## src/rtl/sgr_pkg.sv

```systemverilog
// sgr_pkg: shared command/state/attribute types for sgr_attribute_engine; SGR_EXT_EFFECTS_EN adds italic/strike/conceal/dim
package sgr_pkg;
    localparam int CH_BITS = 3;
    localparam int CW = 3 * CH_BITS;
    typedef enum logic [2:0] {
        CMD_NONE, CMD_INIT_PN, CMD_EMIT_PN, CMD_SGR, CMD_SGR0, CMD_SAVE, CMD_RESTORE
    } sgr_cmd_t;
    typedef enum logic [3:0] {
        S_START, S_FG, S_BG, S_FG_IDX, S_BG_IDX,
        S_FG_R, S_FG_G, S_FG_B, S_BG_R, S_BG_G, S_BG_B
    } sgr_state_t;
    typedef struct packed {
        logic underline;
        logic blink;
        logic negative;
        logic bright;
`ifdef SGR_EXT_EFFECTS_EN
        logic italic;
        logic strike;
        logic conceal;
        logic dim;
`endif
    } sgr_effect_t;
    typedef struct packed {
        logic [CW-1:0] fg;
        logic [CW-1:0] bg;
        sgr_effect_t   effect;
    } sgr_graphics_t;
    localparam logic [7:0] LVL_NORM8 = 8'hB0;
    localparam logic [CH_BITS-1:0] LVL_NORM = LVL_NORM8[7-:CH_BITS];
    localparam logic [CW-1:0] DEFAULT_FG = {3{LVL_NORM}};
    localparam logic [CW-1:0] DEFAULT_BG = '0;
    localparam sgr_graphics_t GFX_DEFAULT = '{fg: DEFAULT_FG, bg: DEFAULT_BG, effect: '0};
    function automatic logic [CW-1:0] ansi_color(input logic [2:0] idx, input logic bright);
        logic [CH_BITS-1:0] l;
        l = bright ? {CH_BITS{1'b1}} : LVL_NORM;
        return {l & {CH_BITS{idx[0]}}, l & {CH_BITS{idx[1]}}, l & {CH_BITS{idx[2]}}};
    endfunction
endpackage

```

## src/rtl/color256_to_rgb.sv

```systemverilog
// color256_to_rgb: xterm 256-colour code to packed {R,G,B} word, each channel truncated to CH_BITS MSBs
module color256_to_rgb #(
    parameter int CH_BITS = 3
) (
    input  logic [7:0]           code_i,
    output logic [3*CH_BITS-1:0] rgb_o
);
    localparam logic [7:0] NORM8 = 8'hB0;
    localparam logic [CH_BITS-1:0] NORM = NORM8[7-:CH_BITS];
    function automatic logic [CH_BITS-1:0] cube(input logic [7:0] v);
        logic [7:0] l;
        l = (v == 8'd0) ? 8'd0 : 8'd55 + 8'd40 * v;
        return l[7-:CH_BITS];
    endfunction
    logic [7:0] c;
    logic [7:0] grey;
    logic [CH_BITS-1:0] lvl;
    // Select among the ANSI, 6x6x6 cube and grey-ramp regions of the palette
    always_comb begin
        c = code_i - 8'd16;
        grey = 8'd8 + 8'd10 * (code_i - 8'd232);
        lvl = code_i[3] ? {CH_BITS{1'b1}} : NORM;
        rgb_o = code_i < 8'd16 ? {lvl & {CH_BITS{code_i[0]}}, lvl & {CH_BITS{code_i[1]}}, lvl & {CH_BITS{code_i[2]}}}
              : code_i < 8'd232 ? {cube(c / 8'd36), cube((c / 8'd6) % 8'd6), cube(c % 8'd6)}
              : {3{grey[7-:CH_BITS]}};
    end
endmodule

```

## src/rtl/sgr_attribute_engine.sv

```systemverilog
// sgr_attribute_engine: SGR attribute builder with atomic commit and save/restore stack; SGR_EXT_EFFECTS_EN enables extra effects
module sgr_attribute_engine
    import sgr_pkg::*;
#(
    parameter int STACK_DEPTH = 4
) (
    input  logic                               clk,
    input  logic                               rst_n,
    input  logic                               cmd_valid,
    input  sgr_cmd_t                           cmd_type,
    input  logic [7:0]                         pn,
    output logic                               cmd_ready,
    output sgr_graphics_t                      graphics,
    output logic                               graphics_valid,
    output logic [$clog2(STACK_DEPTH+1)-1:0]   stack_count
);
    localparam int PW = STACK_DEPTH > 1 ? $clog2(STACK_DEPTH) : 1;
    localparam int CNTW = $clog2(STACK_DEPTH + 1);
    localparam int RH = CW - 1;
    localparam int GH = 2 * CH_BITS - 1;
    localparam int BH = CH_BITS - 1;
    sgr_graphics_t gfx_q, gfx_d, work_q, work_d, app_w, pop_g;
    sgr_graphics_t stack_q [STACK_DEPTH];
    sgr_state_t state_q, state_d, app_s;
    logic pend_q, pend_d, valid_q, valid_d, accept;
    logic [PW-1:0] ptr_q, ptr_nxt, ptr_prv;
    logic [CNTW-1:0] cnt_q;
    logic [CW-1:0] c256;

    color256_to_rgb #(.CH_BITS(CH_BITS)) u_c256 (.code_i(pn), .rgb_o(c256));

    assign accept = cmd_valid & ~pend_q;
    assign ptr_nxt = ptr_q == PW'(STACK_DEPTH - 1) ? '0 : ptr_q + 1'b1;
    assign ptr_prv = ptr_q == '0 ? PW'(STACK_DEPTH - 1) : ptr_q - 1'b1;
    assign pop_g = cnt_q != '0 ? stack_q[ptr_prv] : GFX_DEFAULT;
    assign cmd_ready = ~pend_q;
    assign graphics = gfx_q;
    assign graphics_valid = valid_q;
    assign stack_count = cnt_q;

    // Effect of one numeric parameter on the working copy given the parser state
    always_comb begin
        app_w = work_q;
        app_s = S_START;
        case (state_q)
            S_START: case (pn) inside
                8'd0:  app_w = GFX_DEFAULT;
                8'd1:  app_w.effect.bright = 1'b1;
                8'd22: begin
                    app_w.effect.bright = 1'b0;
`ifdef SGR_EXT_EFFECTS_EN
                    app_w.effect.dim = 1'b0;
`endif
                end
                8'd4:  app_w.effect.underline = 1'b1;
                8'd24: app_w.effect.underline = 1'b0;
                8'd5:  app_w.effect.blink = 1'b1;
                8'd25: app_w.effect.blink = 1'b0;
                8'd7:  app_w.effect.negative = 1'b1;
                8'd27: app_w.effect.negative = 1'b0;
`ifdef SGR_EXT_EFFECTS_EN
                8'd2:  app_w.effect.dim = 1'b1;
                8'd3:  app_w.effect.italic = 1'b1;
                8'd23: app_w.effect.italic = 1'b0;
                8'd9:  app_w.effect.strike = 1'b1;
                8'd29: app_w.effect.strike = 1'b0;
                8'd8:  app_w.effect.conceal = 1'b1;
                8'd28: app_w.effect.conceal = 1'b0;
`endif
                [8'd30:8'd36]:   app_w.fg = ansi_color(3'(pn - 8'd30), 1'b0);
                [8'd40:8'd46]:   app_w.bg = ansi_color(3'(pn - 8'd40), 1'b0);
                [8'd90:8'd97]:   app_w.fg = ansi_color(3'(pn - 8'd90), 1'b1);
                [8'd100:8'd107]: app_w.bg = ansi_color(3'(pn - 8'd100), 1'b1);
                8'd37, 8'd39: app_w.fg = DEFAULT_FG;
                8'd47: app_w.bg = DEFAULT_FG;
                8'd49: app_w.bg = DEFAULT_BG;
                8'd38: app_s = S_FG;
                8'd48: app_s = S_BG;
                default: ;
            endcase
            S_FG: app_s = pn == 8'd5 ? S_FG_IDX : pn == 8'd2 ? S_FG_R : S_START;
            S_BG: app_s = pn == 8'd5 ? S_BG_IDX : pn == 8'd2 ? S_BG_R : S_START;
            S_FG_IDX: app_w.fg = c256;
            S_BG_IDX: app_w.bg = c256;
            S_FG_R: begin app_w.fg[RH-:CH_BITS] = pn[7-:CH_BITS]; app_s = S_FG_G; end
            S_FG_G: begin app_w.fg[GH-:CH_BITS] = pn[7-:CH_BITS]; app_s = S_FG_B; end
            S_FG_B: app_w.fg[BH-:CH_BITS] = pn[7-:CH_BITS];
            S_BG_R: begin app_w.bg[RH-:CH_BITS] = pn[7-:CH_BITS]; app_s = S_BG_G; end
            S_BG_G: begin app_w.bg[GH-:CH_BITS] = pn[7-:CH_BITS]; app_s = S_BG_B; end
            S_BG_B: app_w.bg[BH-:CH_BITS] = pn[7-:CH_BITS];
            default: ;
        endcase
    end

    // Command dispatch; a pending commit blocks acceptance for exactly one cycle
    always_comb begin
        gfx_d = pend_q ? work_q : gfx_q;
        work_d = work_q;
        state_d = state_q;
        pend_d = 1'b0;
        valid_d = pend_q;
        if (accept) begin
            case (cmd_type)
                CMD_INIT_PN: begin work_d = gfx_q; state_d = S_START; end
                CMD_EMIT_PN: begin work_d = app_w; state_d = app_s; end
                CMD_SGR:     begin work_d = app_w; state_d = S_START; pend_d = 1'b1; end
                CMD_SGR0:    begin work_d = GFX_DEFAULT; pend_d = 1'b1; end
                CMD_RESTORE: begin gfx_d = pop_g; work_d = pop_g; valid_d = 1'b1; end
                default: ;
            endcase
        end
    end

    // Architectural state and stack bookkeeping, cleared asynchronously
    always_ff @(posedge clk or negedge rst_n) begin
        if (!rst_n) begin
            gfx_q <= GFX_DEFAULT;
            work_q <= GFX_DEFAULT;
            state_q <= S_START;
            pend_q <= 1'b0;
            valid_q <= 1'b0;
            ptr_q <= '0;
            cnt_q <= '0;
        end else begin
            gfx_q <= gfx_d;
            work_q <= work_d;
            state_q <= state_d;
            pend_q <= pend_d;
            valid_q <= valid_d;
            if (accept && cmd_type == CMD_SAVE) begin
                ptr_q <= ptr_nxt;
                cnt_q <= cnt_q == CNTW'(STACK_DEPTH) ? cnt_q : cnt_q + 1'b1;
            end else if (accept && cmd_type == CMD_RESTORE && cnt_q != '0) begin
                ptr_q <= ptr_prv;
                cnt_q <= cnt_q - 1'b1;
            end
        end
    end

    // Stack entries are only read while counted as occupied, so they need no reset
    always_ff @(posedge clk) begin
        if (accept && cmd_type == CMD_SAVE) stack_q[ptr_q] <= gfx_q;
    end
endmodule
```

## config.mk

```make
export PLATFORM = sky130hd
export DESIGN_NAME = sgr_attribute_engine
export DESIGN_NICKNAME = d
export VERILOG_FILES = /design/src/rtl/sgr_pkg.sv /design/src/rtl/color256_to_rgb.sv /design/src/rtl/sgr_attribute_engine.sv
export SDC_FILE = /design/constraint.sdc
export NUM_CORES = 1
export LEC_CHECK = 0
export ABC_AREA = 1
export CORE_ASPECT_RATIO = 0.6
export CORE_UTILIZATION = 45
export DETAILED_ROUTE_END_ITERATION = 12
export GPL_TIMING_DRIVEN = 0
export PLACE_DENSITY = 0.69
export SYNTH_ARGS = -nofsm -noshare
export SYNTH_HDL_FRONTEND = slang
export SYNTH_HIERARCHICAL = 1
export SYNTH_SLANG_ARGS = --single-unit
export TNS_END_PERCENT = 100
```

## constraint.sdc

```tcl
create_clock -name clk -period 3.6 [get_ports clk]
set_input_delay 0.36 -clock clk [delete_from_list [all_inputs] [get_ports clk]]
set_output_delay 0.36 -clock clk [all_outputs]
set_load 0.02 [all_outputs]
```

==> results_dict.tcl, run 1 <==
set metrics [dict create \
    synth_top_area_share_pct 26.6 \
    critPathLaunch "pn[3]" \
    crit_slowest_cell "o21ai_4" \
    synth_cell_types 53 \
    cts_root_buf "clkbuf_16" \
    multiInputGateArea_um2 5720 \
    finalCritPeriodShare_pct 152 \
    core_area_um2 21300 \
    setup_tns_ps -17470 \
    die_w_um 194 \
    initial_utilization_pct 46.6 \
    cp_common_cell "nand2_1" \
    rrSetupSlack_ps 900 \
    io_pins 41 \
    cts_buffer_depth 2 \
    seq_area_um2 4030 \
    setup_viol 12 \
    period_needed_ps 5490 \
    violations "setup timing" \
    cts-buffers-inserted 17 \
    area_growth_pct 24.7 \
    ys_ff_latch 143 \
    clock_sinks 143 \
    postSynthAreaPerCell_um2 7.60 \
    grt_pass1_vias 8430 \
    final_core_utilization_pct 58.1 \
    antenna_cells 0 \
    synth_area_leader_cell "edfxtp_1" \
    setup_ws_ps -1890 \
    grt_max_degree 36 \
    status "finished, violations left" \
    fmax_ghz 0.182 \
    hold_ws_ps 459 \
    synth_edf_count 88 \
    rsz0062_at_grt "yes" \
    drt-vias-per-instance 5.60 \
    place_inst 1633 \
    worstHoldPathType "in -> async" \
    drt_iter0_drc 1179 \
    power.density_nw_per_um2 747 \
    gp_congestion 0.944 \
    switching_share_pct 44.2 \
    routed_wl_um 30700 \
    nFillCells 1928 \
    synthTopCellsByCount "nand2_1, inv_1, nand3_1, nor2_1, o21ai_0" \
    drive_above_1_share_pct 21.5 \
    syn_nets 1365 \
    num_vias 9591 \
    portBuffers 40 \
    drc 0 \
    path_clk_slew_ps 60 \
    final_nets 1478 \
    synth_cells 1309 \
    slowest_delay_ps 260 \
    total_power_mw 9.27 \
    yosysMostFrequentCell "nand2_1" \
    antenna_left 0 \
    ys.flop_type "edfxtp_1" \
    path_class "in -> reg" \
    crit_required_ps 3980 \
    drv_cap 0 \
    ys_seq_area_share_pct 40.6 \
    p_leak_nw 5.60 \
    antenna_found_initial 1 \
    worstRegToRegCells 9 \
    end_kind "flop" \
    drt_pass1_iterations 5 \
    synth_area_leaders "edfxtp_1, nand2_1, dfrtp_1" \
    irDropWorstVdd_mv 0.419 \
    fin_cells 1714 \
    hold_violations 0 \
    clk_latency_ps 430 \
    htree_levels 4 \
    track_usage_pct 27.5 \
    r2r-start "pend_q$_DFF_PN0_" \
    grt_pass1_wl_um 47400 \
    slew_violations 0 \
    synth_area_um2 9950 \
    seqPwrFrac_pct 27.3 \
    yosysWarnings 6 \
    power.internal_mw 5.17 \
    chipHeight_um 117 \
    async_flop_share_pct 38.5 \
    cts_tree "built" \
    dp_hpwl_um 22500 \
    r2r_end "stack_q[2][7]$_DFFE_PP_" \
    crit_path_start_kind "input pin" \
    critPathMaxFanout 8 \
    post_drt_wl_per_cell_um 17.9 \
    p_clk_share_pct 19.8 \
    switching_power_mw 4.10 \
    comb_power_share_pct 53.0 \
    die_area_um2 22700 \
    tightest_slew_ps 769 \
    overflow 0 \
    timing.slew.headroom_pct 48.8 \
    rows 41 \
    skew_ps 10.1 \
    cp_data_arrival_time_ps 5860 \
]
==> cell families after synthesis <==
family / after synthesis / share of synthesized area, %
AO/OA/AOI/OAI: 195 / 11.6
XOR/XNOR: 23 / 2.03
adder cells (fa/ha/maj): 42 / 5.51
buffers and inverters: 194 / 7.66
flip-flops: 143 / 40.6
multiplexers: 6 / 0.654
AND/OR/NAND/NOR: 706 / 32.0
==> area by class of cell <==
class	count	share of cell area [%]
Inverter	159	5.16
Tap cell	279	2.81
Clock inverter	13	1.33
Sequential cell	143	32.5
Buffer	35	1.44
Timing Repair Buffer	94	7.09
Clock buffer	19	3.57
Multi-Input combinational cell	972	46.1
==> flip-flops by register name, summed over array words and instances (netlist names) <==
register / flops
graphics: 22
work_q: 22
ptr_q: 2
pend_q: 1
state_q: 4
graphics_valid: 1
stack_count: 3
stack_q: 88
==> worst max-delay path by stage <==
stage                                         to  slack [ps]
after floorplan            work_q[9]$_DFFE_PN0P_       -1790
after detailed placement   work_q[9]$_DFFE_PN0P_       -3870
after global placement     work_q[9]$_DFFE_PN0P_       -3820
after CTS                 work_q[18]$_DFFE_PN1P_       -1700
after global routing       work_q[9]$_DFFE_PN0P_       -2260
final                     work_q[18]$_DFFE_PN1P_       -1890
==> critical path: cells and delay by family <==
family | cells | cell delay [ps]
AND/OR/NAND/NOR | 32 | 2640
adder cells (fa/ha/maj) | 5 | 820
buffers and inverters | 11 | 770
AO/OA/AOI/OAI | 5 | 920
XOR/XNOR | 2 | 330
==> per-layer routing <==
layer	wire (um)	vias up	global-route usage, %
met5	0	-	0
met4	200	0	4.81
met3	3500	20	6.99
met2	11900	491	36.6
met1	15100	4530	43.8
li1	-	4550	-
==> power groups by stage <==
stage	sequential (mW)	combinational [mW]	clock (mW)
after detailed placement	2.55	4.24	0
after floorplan	2.59	2.81	0
final	2.53	4.91	1.83
after global routing	2.57	5.37	1.90
after CTS	2.52	4.63	1.84
after global placement	2.54	4.17	0
==> timing repair <==
item / 4_1_cts / 5_1_grt
setup buffers: 34 / 14
endpoints found under the setup margin: 18 / 18
gates resized for setup: 107 / 47
pin swaps: 42 / 51
hold buffers: 1 / 0
endpoints found under the hold margin: 20 / 0
==> placed cells by master, fill, tap and decap left out, types with 4 or more instances in the layout <==
cell type,netlist,layout
a21oi_1,28,23
ha_4,0,11
nor3_1,9,9
inv_2,16,20
nand2_1,396,374
mux2i_1,4,4
o21ai_1,14,9
ha_1,39,27
buf_12,0,5
o211ai_1,19,19
xor2_1,9,6
nand4_1,14,14
clkinv_4,0,4
nor2_4,10,16
o22ai_1,20,20
clkinvlp_4,0,4
clkbuf_1,19,20
nand3_1,112,100
buf_8,0,4
nor2_2,18,24
xnor2_1,14,12
o21ai_0,94,90
nand3_2,4,16
inv_4,0,5
dfstp_2,12,12
clkbuf_16,0,17
nand2_2,22,28
nand2_4,12,27
clkdlybuf4s50_1,0,31
inv_1,141,129
o21ai_4,2,4
nor2_1,100,88
o21ai_2,4,11
buf_4,1,48
edfxtp_1,88,88
buf_2,10,13
dfrtp_1,43,43
==> through the flow <==
step	worst slack (ps)	cell area, um2
floorplan	-1790	10200
finish	-1890	12400
global placement	-3820	10900
global route	-2260	12400
detailed placement	-3870	11000
CTS	-1700	12100
(Power assumes the default switching activity.)
==> inputs of run 2 (changes only) <==
==> constraint.sdc (replaced) <==
create_clock -name clk -period 3.6 [get_ports clk]
set_input_delay 0.72 -clock clk [delete_from_list [all_inputs] [get_ports clk]]
set_output_delay 0.72 -clock clk [all_outputs]
set_load 0.02 [all_outputs]
==> run 2 against run 1 <==
  * The flow still finishes with violations (setup timing)
  * Final cell count up 1.9%
  * Die area unchanged
  * Final area up 4.4%
  * Sequential power about the same
  * Fmax down 6.3%
  * Clock power up 6%
  * Critical path type unchanged
  * Largest power group unchanged
==> results_dict.tcl, run 2 (same netlist as run 1, synthesis figures left out) <==
set metrics [dict create \
    status "finished, violations left" \
    violations "setup timing" \
    grt_pass1_vias 8949 \
    drt-vias-per-instance 5.62 \
    end_kind "flop" \
    drt_pass1_iterations 6 \
    grt_max_degree 38 \
    finalCritPeriodShare_pct 163 \
    core_area_um2 21300 \
    critPathLaunch "pn[3]" \
    clk_latency_ps 430 \
    cts_buffer_depth 2 \
    period_needed_ps 5850 \
    track_usage_pct 28.3 \
    r2r_end "work_q[14]$_DFFE_PN0P_" \
    cts-buffers-inserted 17 \
    cts_tree "built" \
    path_clk_slew_ps 60 \
    worstHoldPathType "in -> async" \
    htree_levels 4 \
    initial_utilization_pct 46.6 \
    antenna_found_initial 0 \
    comb_power_share_pct 55.6 \
    rrSetupSlack_ps 890 \
    fin_cells 1747 \
    fmax_ghz 0.171 \
    antenna_left 0 \
    skew_ps 10.7 \
    cp_data_arrival_time_ps 6170 \
    switching_share_pct 43.1 \
    num_vias 9819 \
    drt_iter0_drc 1328 \
    crit_required_ps 3910 \
    tightest_slew_ps 714 \
    dp_hpwl_um 22500 \
    rsz0062_at_grt "yes" \
    slew_violations 0 \
    drv_cap 0 \
    cts_root_buf "clkbuf_16" \
    clock_sinks 143 \
    regMostFlops "stack_q" \
    post_dp_cell_area_um2 11000 \
    crit_slowest_cell "ha_4" \
    largest_reg_flops 88 \
    critPathMaxFanout 5 \
    area_growth_pct 30.3 \
    drc 0 \
    die_w_um 194 \
    power.internal_mw 5.74 \
    worstRegToRegCells 12 \
    routed_wl_um 31700 \
    setup_tns_ps -20360 \
    setup_ws_ps -2250 \
    fin_area_um2 13000 \
    seqPwrFrac_pct 25.2 \
    total_power_mw 10.1 \
    timing.slew.headroom_pct 51.9 \
    final_cell_mix "nand2_1, inv_1, nand3_1" \
    antenna_cells 0 \
    setup.worst_path.end "work_q[9]$_DFFE_PN0P_" \
    grt_pass1_wl_um 49200 \
    post_drt_wl_per_cell_um 18.1 \
    die_area_um2 22700 \
    r2r-start "ptr_q[0]$_DFFE_PN0P_" \
    gp_congestion 0.949 \
    rows 41 \
    hold_buffers 0 \
    setup_viol 15 \
    cp_common_cell "nand2_1" \
    p_leak_nw 5.81 \
    path_class "in -> reg" \
    power.density_nw_per_um2 778 \
    place_inst 1633 \
    drive_above_1_share_pct 25.5 \
    final_nets 1511 \
    layout_commonest_cell "nand2_1" \
    p_clk_share_pct 19.3 \
    slowest_delay_ps 250 \
    irDropWorstVdd_mv 0.595 \
    switching_power_mw 4.35 \
    overflow 0 \
    hold_violations 0 \
    crit_path_start_kind "input pin" \
    portBuffers 40 \
    io_pins 41 \
    chipHeight_um 117 \
]
[run 2: per-layer routing]
metal  wire [um]  up-vias  track usage (%)
met4         426        0             6.24
met2       12400      543             39.2
met1       15000     4623             42.7
met5           0        -                0
li1            -     4603                -
met3        3870       50             8.54
[run 2: area by class of cell]
class	count	area [um2]
Fill cell	1790	8380
Multi-Input combinational cell	973	5900
Sequential cell	143	4030
Timing Repair Buffer	126	1200
Inverter	159	643
Clock buffer	20	457
Tap cell	279	349
Clock inverter	12	190
Buffer	35	179
[run 2: worst max-delay path: cells and delay by family]
kind	cells	cell delay, ps
compound gates	6	950
xor+xnor	1	160
fa+ha+maj	4	720
buf+inv	12	1010
simple gates	35	2550
[run 2: timing repair]
item                                    CTS  global route
endpoints found under the setup margin   18            18
pin swaps                                88            71
setup buffers                            61            21
gates cloned                              1             0
gates resized for setup                 168            42
[run 2: how the worst min path moves through the flow]
stage / start / endpoint / cells after the start
after floorplan: rst_n / graphics[0]$_DFF_PN0_ / 0
after global placement: work_q[19]$_DFFE_PN1P_ / work_q[19]$_DFFE_PN1P_ / 2
after detailed placement: work_q[19]$_DFFE_PN1P_ / work_q[19]$_DFFE_PN1P_ / 2
after CTS: rst_n / work_q[12]$_DFFE_PN0P_ / 1
after global routing: rst_n / graphics[10]$_DFF_PN0_ / 1
final: rst_n / graphics[9]$_DFF_PN0_ / 1
[run 2: power by group through the flow]
stage               clock, mW  combinational (mW)  sequential, mW
detailed placement          0                4.28            2.55
global route             2.02                6.06            2.57
CTS                      1.95                5.05            2.53
global placement            0                4.23            2.54
finish                   1.94                5.60            2.54
floorplan                   0                2.81            2.59
[run 2: through the flow]
| step | setup WS (ps) | util (%) | hold WS, ps |
|---|---|---|---|
| detailed placement | -4290 | 51.7 | 454 |
| global placement | -4190 | 51.2 | 450 |
| floorplan | -2150 | - | 424 |
| CTS | -2110 | 59.3 | 259 |
| global route | -2710 | 60.7 | 277 |
| finish | -2250 | 60.7 | 251 |
